`src/rtl/dh_pkg.sv`:
```
// Shared types and defaults for the duck-hunt game controller.
package dh_pkg;

    typedef enum logic [1:0] {
        ST_IDLE      = 2'd0,
        ST_PLAY      = 2'd1,
        ST_LAST_SHOT = 2'd2,
        ST_OVER      = 2'd3
    } game_state_e;

    typedef logic [3:0] bcd_digit_t;

    localparam int DEF_START_AMMO     = 15;
    localparam int DEF_RESOLVE_FRAMES = 4;

    // Convert a small integer (clamped to 0..99) into two packed BCD digits.
    function automatic logic [7:0] to_bcd2(input int value);
        int v;
        v = value;
        if (v > 99) v = 99;
        if (v < 0)  v = 0;
        return {4'(v / 10), 4'(v % 10)};
    endfunction

endpackage

```
`src/rtl/ctl_game_if.sv`:
```
// Game event inputs, display/status outputs and a state debug tap.
// Every signal is a level sampled on the rising clock edge; the event
// inputs are one-cycle pulses and the outputs change only after an edge.
interface ctl_game_if;
    import dh_pkg::*;

    logic        start;
    logic        new_frame;
    logic        shot_fired;
    logic        hit;
    logic        miss;
    logic        duck_kill;
    bcd_digit_t  score_tens;
    bcd_digit_t  score_ones;
    bcd_digit_t  ammo_tens;
    bcd_digit_t  ammo_ones;
    logic        playing;
    logic        game_over;
    game_state_e dbg_state;

    modport master (
        output start, new_frame, shot_fired, hit, miss,
        input  duck_kill, score_tens, score_ones, ammo_tens, ammo_ones,
        input  playing, game_over, dbg_state
    );

    modport slave (
        input  start, new_frame, shot_fired, hit, miss,
        output duck_kill, score_tens, score_ones, ammo_tens, ammo_ones,
        output playing, game_over, dbg_state
    );

endinterface

```
`src/rtl/bcd_counter2.sv`:
```
// Two-digit BCD counter, 00..99, saturating in both directions.
// load wins over inc/dec; inc and dec together cancel out.
module bcd_counter2
    import dh_pkg::*;
#(
    parameter logic [7:0] RST_VAL = 8'h00
) (
    input  logic       clk,
    input  logic       rst,
    input  logic       load,
    input  logic [7:0] load_val,
    input  logic       inc,
    input  logic       dec,
    output bcd_digit_t tens,
    output bcd_digit_t ones
);

    bcd_digit_t tens_q, tens_d;
    bcd_digit_t ones_q, ones_d;
    logic       at_max;
    logic       at_min;

    // Next digit values: load, then increment with carry or decrement with borrow.
    always_comb begin
        tens_d = tens_q;
        ones_d = ones_q;
        at_max = (tens_q == 4'd9) && (ones_q == 4'd9);
        at_min = (tens_q == 4'd0) && (ones_q == 4'd0);
        if (load) begin
            tens_d = load_val[7:4];
            ones_d = load_val[3:0];
        end else if (inc && !dec && !at_max) begin
            if (ones_q == 4'd9) begin
                ones_d = 4'd0;
                tens_d = tens_q + 4'd1;
            end else begin
                ones_d = ones_q + 4'd1;
            end
        end else if (dec && !inc && !at_min) begin
            if (ones_q == 4'd0) begin
                ones_d = 4'd9;
                tens_d = tens_q - 4'd1;
            end else begin
                ones_d = ones_q - 4'd1;
            end
        end
    end

    // Digit registers with synchronous active-low reset.
    always_ff @(posedge clk) begin
        if (!rst) begin
            tens_q <= RST_VAL[7:4];
            ones_q <= RST_VAL[3:0];
        end else begin
            tens_q <= tens_d;
            ones_q <= ones_d;
        end
    end

    assign tens = tens_q;
    assign ones = ones_q;

endmodule

```
`src/rtl/ctl_game.sv`:
```
// Game controller: tracks score and ammo in BCD and sequences a round
// from start through the final shot's resolution to game over.
module ctl_game
    import dh_pkg::*;
#(
    parameter int START_AMMO     = DEF_START_AMMO,
    parameter int RESOLVE_FRAMES = DEF_RESOLVE_FRAMES
) (
    input  logic       clk,
    input  logic       rst,
    ctl_game_if.slave  bus
);

    localparam logic [7:0] AMMO_BCD = to_bcd2(START_AMMO);
    localparam logic [7:0] RF_LAST  = 8'(RESOLVE_FRAMES - 1);

    game_state_e state_q, state_d;
    logic [7:0]  frame_cnt_q, frame_cnt_d;
    logic        duck_kill_q, duck_kill_d;
    logic        playing_q, playing_d;
    logic        game_over_q, game_over_d;

    logic        score_load, score_inc;
    logic        ammo_load, ammo_dec;
    bcd_digit_t  score_tens, score_ones;
    bcd_digit_t  ammo_tens, ammo_ones;
    logic        ammo_zero, ammo_one;

    assign ammo_zero = (ammo_tens == 4'd0) && (ammo_ones == 4'd0);
    assign ammo_one  = (ammo_tens == 4'd0) && (ammo_ones == 4'd1);

    // Next state, counter controls and registered-output next values.
    always_comb begin
        state_d     = state_q;
        frame_cnt_d = frame_cnt_q;
        duck_kill_d = 1'b0;
        score_load  = 1'b0;
        score_inc   = 1'b0;
        ammo_load   = 1'b0;
        ammo_dec    = 1'b0;
        case (state_q)
            ST_IDLE, ST_OVER: begin
                if (bus.start) begin
                    score_load  = 1'b1;
                    ammo_load   = 1'b1;
                    frame_cnt_d = 8'd0;
                    state_d     = ST_PLAY;
                end
            end
            ST_PLAY: begin
                if (bus.hit) begin
                    score_inc   = 1'b1;
                    duck_kill_d = 1'b1;
                end
                if (bus.shot_fired && !ammo_zero) begin
                    ammo_dec = 1'b1;
                    if (ammo_one) begin
                        state_d     = ST_LAST_SHOT;
                        frame_cnt_d = 8'd0;
                    end
                end
            end
            ST_LAST_SHOT: begin
                // The last shot's result ends the game; otherwise give up
                // after RESOLVE_FRAMES frames without a result.
                if (bus.hit) begin
                    score_inc   = 1'b1;
                    duck_kill_d = 1'b1;
                end
                if (bus.hit || bus.miss) begin
                    state_d = ST_OVER;
                end else if (bus.new_frame) begin
                    frame_cnt_d = frame_cnt_q + 8'd1;
                    if (frame_cnt_q >= RF_LAST) begin
                        state_d = ST_OVER;
                    end
                end
            end
            default: state_d = ST_IDLE;
        endcase
        playing_d   = (state_d == ST_PLAY) || (state_d == ST_LAST_SHOT);
        game_over_d = (state_d == ST_OVER);
    end

    // State and status registers with synchronous active-low reset.
    always_ff @(posedge clk) begin
        if (!rst) begin
            state_q     <= ST_IDLE;
            frame_cnt_q <= 8'd0;
            duck_kill_q <= 1'b0;
            playing_q   <= 1'b0;
            game_over_q <= 1'b0;
        end else begin
            state_q     <= state_d;
            frame_cnt_q <= frame_cnt_d;
            duck_kill_q <= duck_kill_d;
            playing_q   <= playing_d;
            game_over_q <= game_over_d;
        end
    end

    bcd_counter2 #(.RST_VAL(8'h00)) u_score (
        .clk      (clk),
        .rst      (rst),
        .load     (score_load),
        .load_val (8'h00),
        .inc      (score_inc),
        .dec      (1'b0),
        .tens     (score_tens),
        .ones     (score_ones)
    );

    bcd_counter2 #(.RST_VAL(AMMO_BCD)) u_ammo (
        .clk      (clk),
        .rst      (rst),
        .load     (ammo_load),
        .load_val (AMMO_BCD),
        .inc      (1'b0),
        .dec      (ammo_dec),
        .tens     (ammo_tens),
        .ones     (ammo_ones)
    );

    assign bus.duck_kill  = duck_kill_q;
    assign bus.playing    = playing_q;
    assign bus.game_over  = game_over_q;
    assign bus.score_tens = score_tens;
    assign bus.score_ones = score_ones;
    assign bus.ammo_tens  = ammo_tens;
    assign bus.ammo_ones  = ammo_ones;
    assign bus.dbg_state  = state_q;

endmodule

```
`src/flat_wrapper.sv`:
```
// flat-port wrapper written by rule: the top's interface ports become plain ports
module ctl_game_flat import dh_pkg::*;
#(
    parameter int START_AMMO     = DEF_START_AMMO,
    parameter int RESOLVE_FRAMES = DEF_RESOLVE_FRAMES
)
  (clk, rst, bus_start, bus_new_frame, bus_shot_fired, bus_hit, bus_miss, bus_duck_kill, bus_score_tens, bus_score_ones, bus_ammo_tens, bus_ammo_ones, bus_playing, bus_game_over, bus_dbg_state);
  ctl_game_if bus_i ();
  input  logic clk;
  input  logic rst;
  input wire logic [$bits(bus_i.start)-1:0] bus_start;
  input wire logic [$bits(bus_i.new_frame)-1:0] bus_new_frame;
  input wire logic [$bits(bus_i.shot_fired)-1:0] bus_shot_fired;
  input wire logic [$bits(bus_i.hit)-1:0] bus_hit;
  input wire logic [$bits(bus_i.miss)-1:0] bus_miss;
  output wire logic [$bits(bus_i.duck_kill)-1:0] bus_duck_kill;
  output wire logic [$bits(bus_i.score_tens)-1:0] bus_score_tens;
  output wire logic [$bits(bus_i.score_ones)-1:0] bus_score_ones;
  output wire logic [$bits(bus_i.ammo_tens)-1:0] bus_ammo_tens;
  output wire logic [$bits(bus_i.ammo_ones)-1:0] bus_ammo_ones;
  output wire logic [$bits(bus_i.playing)-1:0] bus_playing;
  output wire logic [$bits(bus_i.game_over)-1:0] bus_game_over;
  output wire logic [$bits(bus_i.dbg_state)-1:0] bus_dbg_state;
  assign bus_i.start = bus_start;
  assign bus_i.new_frame = bus_new_frame;
  assign bus_i.shot_fired = bus_shot_fired;
  assign bus_i.hit = bus_hit;
  assign bus_i.miss = bus_miss;
  assign bus_duck_kill = bus_i.duck_kill;
  assign bus_score_tens = bus_i.score_tens;
  assign bus_score_ones = bus_i.score_ones;
  assign bus_ammo_tens = bus_i.ammo_tens;
  assign bus_ammo_ones = bus_i.ammo_ones;
  assign bus_playing = bus_i.playing;
  assign bus_game_over = bus_i.game_over;
  assign bus_dbg_state = bus_i.dbg_state;
  ctl_game #(.START_AMMO(START_AMMO), .RESOLVE_FRAMES(RESOLVE_FRAMES)) u_core (.clk(clk), .rst(rst), .bus(bus_i));
endmodule
```
`config.mk`:
```
export PLATFORM = sky130hd
export DESIGN_NAME = ctl_game_flat
export DESIGN_NICKNAME = d
export VERILOG_FILES = /design/src/rtl/dh_pkg.sv /design/src/rtl/ctl_game_if.sv /design/src/rtl/bcd_counter2.sv /design/src/rtl/ctl_game.sv /design/src/flat_wrapper.sv
export SDC_FILE = /design/constraint.sdc
export NUM_CORES = 1
export LEC_CHECK = 0
export ABC_AREA = 1
export BUFFER_PORTS_ARGS = -buffer_cell sky130_fd_sc_hd__buf_2
export CORE_ASPECT_RATIO = 2
export CORE_UTILIZATION = 60
export DETAILED_ROUTE_END_ITERATION = 6
export GPL_ROUTABILITY_DRIVEN = 0
export HOLD_SLACK_MARGIN = 0.1
export PLACE_DENSITY_LB_ADDON = 0.3
export SLEW_MARGIN = 40
export SYNTH_ARGS = -nofsm -noshare
export SYNTH_HDL_FRONTEND = slang
export SYNTH_HIERARCHICAL = 1
export SYNTH_SLANG_ARGS = --single-unit
export TNS_END_PERCENT = 50
```
`constraint.sdc`:
```
create_clock -name clk -period 5.06 [get_ports clk]
set_input_delay 0.506 -clock clk [delete_from_list [all_inputs] [get_ports clk]]
set_output_delay 0.506 -clock clk [all_outputs]
set_load 0.02 [all_outputs]
```
==> impl_metrics.toml <==
[timing]
finalHoldViolCount = 0
rsz0062_at_grt = "false"
tns_ns = 0
max_slew_margin_pct = 55.5
clock_skew_ns = 0.00585
hold_ws_ns = 0.496
fin_ws_ns = 2.58
period_minus_slack_ns = 2.48
period_share_pct = 49.1
worst_pin_slew_ns = 0.667
finalSetupViolations = 0
clock.fmax_mhz = 402
maxSlewViolCount = 0

[logic_synthesis]
synth-simple-area-share_pct = 42.3
synthesis.area_um2 = 2290
synth_top_family_by_area = "simple AND/OR/NAND/NOR gates"
synthAdderAreaFrac_pct = 4.36
synth_seq_cells = 29
synthCells = 360
syn_area_per_cell_um2 = 6.37
synth_mux_area_share_pct = 0
yosysWarnings = 6
synthTopCellsByArea = "dfxtp_1 (25%), nand2_1 (16%), inv_1 (7.5%)"
synth-compound-area-share_pct = 16.2
ys_seq_area_share_pct = 25.3
synth_xor_area_share_pct = 1.91
synth_top_area_share_pct = 25.3
synth_top_area_cell = "dfxtp_1"
synthDistinctLibCells = 38

[run_status]
status = "completed"

[clock_network]
cts_inserted_buffers = 5
htree_levels = 2
root_buffer = "clkbuf_8"
clkSlewWorstSetupHoldPaths_ns = 0.06
post-cts-setup-buffers = 0
cts_max_path_buffers = 2
ctsResizeCount = 0
clock-sinks = 29
cts_tree = "done"
postCtsHoldBufs = 0
clock_latency_ns = 0.28

[worst_hold_path]
worstHoldEndpoint = "u_core/frame_cnt_q[7]$_SDFFE_PN0P_"
min_from = "u_core/frame_cnt_q[7]$_SDFFE_PN0P_"
hold_path.class = "flop to flop"
hold_depth = 2

[route]
wirelength_um = 5530
vias = 2391
route.detailed.drc = 0
via_per_inst = 5.23
final_antenna_net_count = 0
drtIter0Drc = 54
routedWlPerCell_um = 12.1
drtPass1Iterations = 5

[setup_path]
crit_type = "flop to flop"
cp.required_ns = 5.27
rrSetupSlack_ns = 2.58
critPathMaxFanout = 9
slowest_stage = "dfxtp_1"
regToRegEndpoint = "u_core/u_score/tens[3]$_SDFFE_PN0P_"
max_stage_delay_ns = 0.38
reg2reg_depth = 14
path_common_cell = "nand2_1"
crit_family = "simple AND/OR/NAND/NOR gates"
timing.critical_path.buf_inv = 2
end_kind = "flop"
timing.rr.start = "u_core/bus.dbg_state[0]$_SDFF_PN0_"
cp-start-kind = "flop"
crit_arrival_ns = 2.69
path_cells = "inv_1 > ha_1 > nor2_1 > inv_1 > nor2_1 > nand2_8 > ha_1 > nand2_1 > nand3b_1 > nand2_1 > nand2_1 > nand3_1 > nand2_1 > a21oi_1"

[pwr]
net-switching-power_mw = 0.852
seqPwrFrac_pct = 24.9
p_int_mw = 0.754
leakage_nw = 1.28
irDropWorstVdd_mv = 0.389
power.density_nw_per_um2 = 612
fin_total_pwr_mw = 1.61
swShare_pct = 53.1
clockPowerShare_pct = 11.9
combPwrFrac_pct = 63.2

[floorplan]
initial_core_util_pct = 62.9
ioPinCount = 28
core_um2 = 3650
row_count = 31
die_h_um = 89.4
die-area_um2 = 4090
fp.dieW_um = 45.7

[grt]
grt_pass1_wl_um = 8610
grtUsageTotal_pct = 28.8
grt_overflow = 0
grt_pass1_vias = 2227
antenna_found_initial = 0
grt_max_degree = 20

[cells_and_area]
final_cell_count_no_fill = 457
syn2layout_area_growth_pct = 14.4
diodes = 0
finalNetCount = 423
drive_gt1_share_pct = 17.9
final_util_pct = 72.0
final_cell_area_um2 = 2620

[job]
drv_cap = 0

[place]
placed_cell_area_um2 = 2540
dp_slack_ns = 2.60
dpl.cell_count = 450
io_buffer_count = 27
hpwl_um = 4310
[tightest hold or removal path, delay by kind of cell (launching register included)]
kind	cells	cell delay, ns
flip-flops	1	0.32
AND/OR/NAND/NOR	1	0.08
AO/OA/AOI/OAI	1	0.05
[logic make-up after synthesis]
group	count (synthesis)
simple gates	200
compound gates	60
buf+inv	56
flops	29
fa+ha+maj	8
xor+xnor	5
other cells	2
[cells in the final DEF, fill, tap and decap left out, types with 5 or more instances in the layout]
master / netlist / layout
buf_2: 1 / 27
nor2_1: 39 / 39
inv_2: 6 / 6
a31oi_1: 5 / 5
nand2_4: 5 / 5
nand2_1: 95 / 95
conb_1: 2 / 19
clkbuf_8: 0 / 6
nand2_2: 6 / 6
dfxtp_1: 29 / 29
o21ai_1: 11 / 11
ha_1: 8 / 8
nand3_1: 27 / 27
inv_1: 46 / 46
nor2_2: 9 / 9
o21ai_0: 8 / 8
a21oi_1: 21 / 21
[worst max path at each step]
stage                                             from                                   to  slack [ns]  cells past startpoint
finish              u_core/bus.dbg_state[0]$_SDFF_PN0_  u_core/u_score/tens[3]$_SDFFE_PN0P_        2.58                     14
detailed placement  u_core/bus.dbg_state[0]$_SDFF_PN0_  u_core/u_score/tens[3]$_SDFFE_PN0P_        2.60                     14
global placement    u_core/bus.dbg_state[0]$_SDFF_PN0_  u_core/u_score/tens[3]$_SDFFE_PN0P_        2.66                     14
global route        u_core/bus.dbg_state[0]$_SDFF_PN0_  u_core/u_score/tens[2]$_SDFFE_PN0P_        2.37                     10
CTS                 u_core/bus.dbg_state[0]$_SDFF_PN0_  u_core/u_score/tens[3]$_SDFFE_PN0P_        2.58                     14
floorplan           u_core/bus.dbg_state[0]$_SDFF_PN0_  u_core/u_score/tens[3]$_SDFFE_PN0P_        2.62                     13
[per-layer routing]
layer | global-route usage (%) | vias up | wire (um)
met5 | 0 | - | 0
li1 | - | 1235 | -
met4 | 18.2 | 0 | 229
met3 | 5.25 | 22 | 185
met2 | 59.0 | 59 | 3160
met1 | 22.0 | 1075 | 1950
[power by group through the flow]
stage / sequential [mW] / clock, mW / combinational [mW]
after floorplan: 0.463 / 0 / 0.715
after global placement: 0.403 / 0 / 0.979
after detailed placement: 0.402 / 0 / 1.00
after CTS: 0.398 / 0.195 / 1.01
after global routing: 0.412 / 0.204 / 1.13
final: 0.399 / 0.191 / 1.02
[state kept, by name, indices dropped and copies added, names as in the netlist]
| name | count |
|---|---|
| u_core/bus.dbg_state | 2 |
| u_core/bus.duck_kill | 1 |
| u_core/bus.game_over | 1 |
| u_core/bus.playing | 1 |
| u_core/frame_cnt_q | 8 |
| u_core/u_ammo/ones | 4 |
| u_core/u_ammo/tens | 4 |
| u_core/u_score/ones | 4 |
| u_core/u_score/tens | 4 |
[final cells by class]
cell class                 instances  area, um^2
timing repair buffer              27         135
multi-input combinational        292        1560
tap                               49        61.3
sequential                        29         581
fill                             366        1020
clock buffer                       7        86.3
inverter                          53         204
[Yosys cell counts]
master	count
a21oi_1	21
nor3b_1	2
nand4_1	3
o211ai_1	2
xor2_1	3
o21bai_1	1
nand3_2	1
clkinv_4	1
o221ai_1	2
nor3_1	4
nor2_1	39
nand2_1	95
inv_1	46
xnor2_1	2
buf_4	1
o21ai_1	11
conb_1	2
a21oi_2	3
o311a_1	1
ha_1	8
o21ai_4	1
nor2_2	9
a31oi_1	5
nand3_4	3
inv_2	6
dfxtp_1	29
nand3b_1	3
o21ai_0	8
o21ai_2	1
nor2_4	2
a211oi_1	3
nand2_4	5
a21oi_4	1
nand2_2	6
nand3_1	27
clkbuf_1	1
buf_2	1
nand2_8	1
Power figures use the tool's default switching activity.
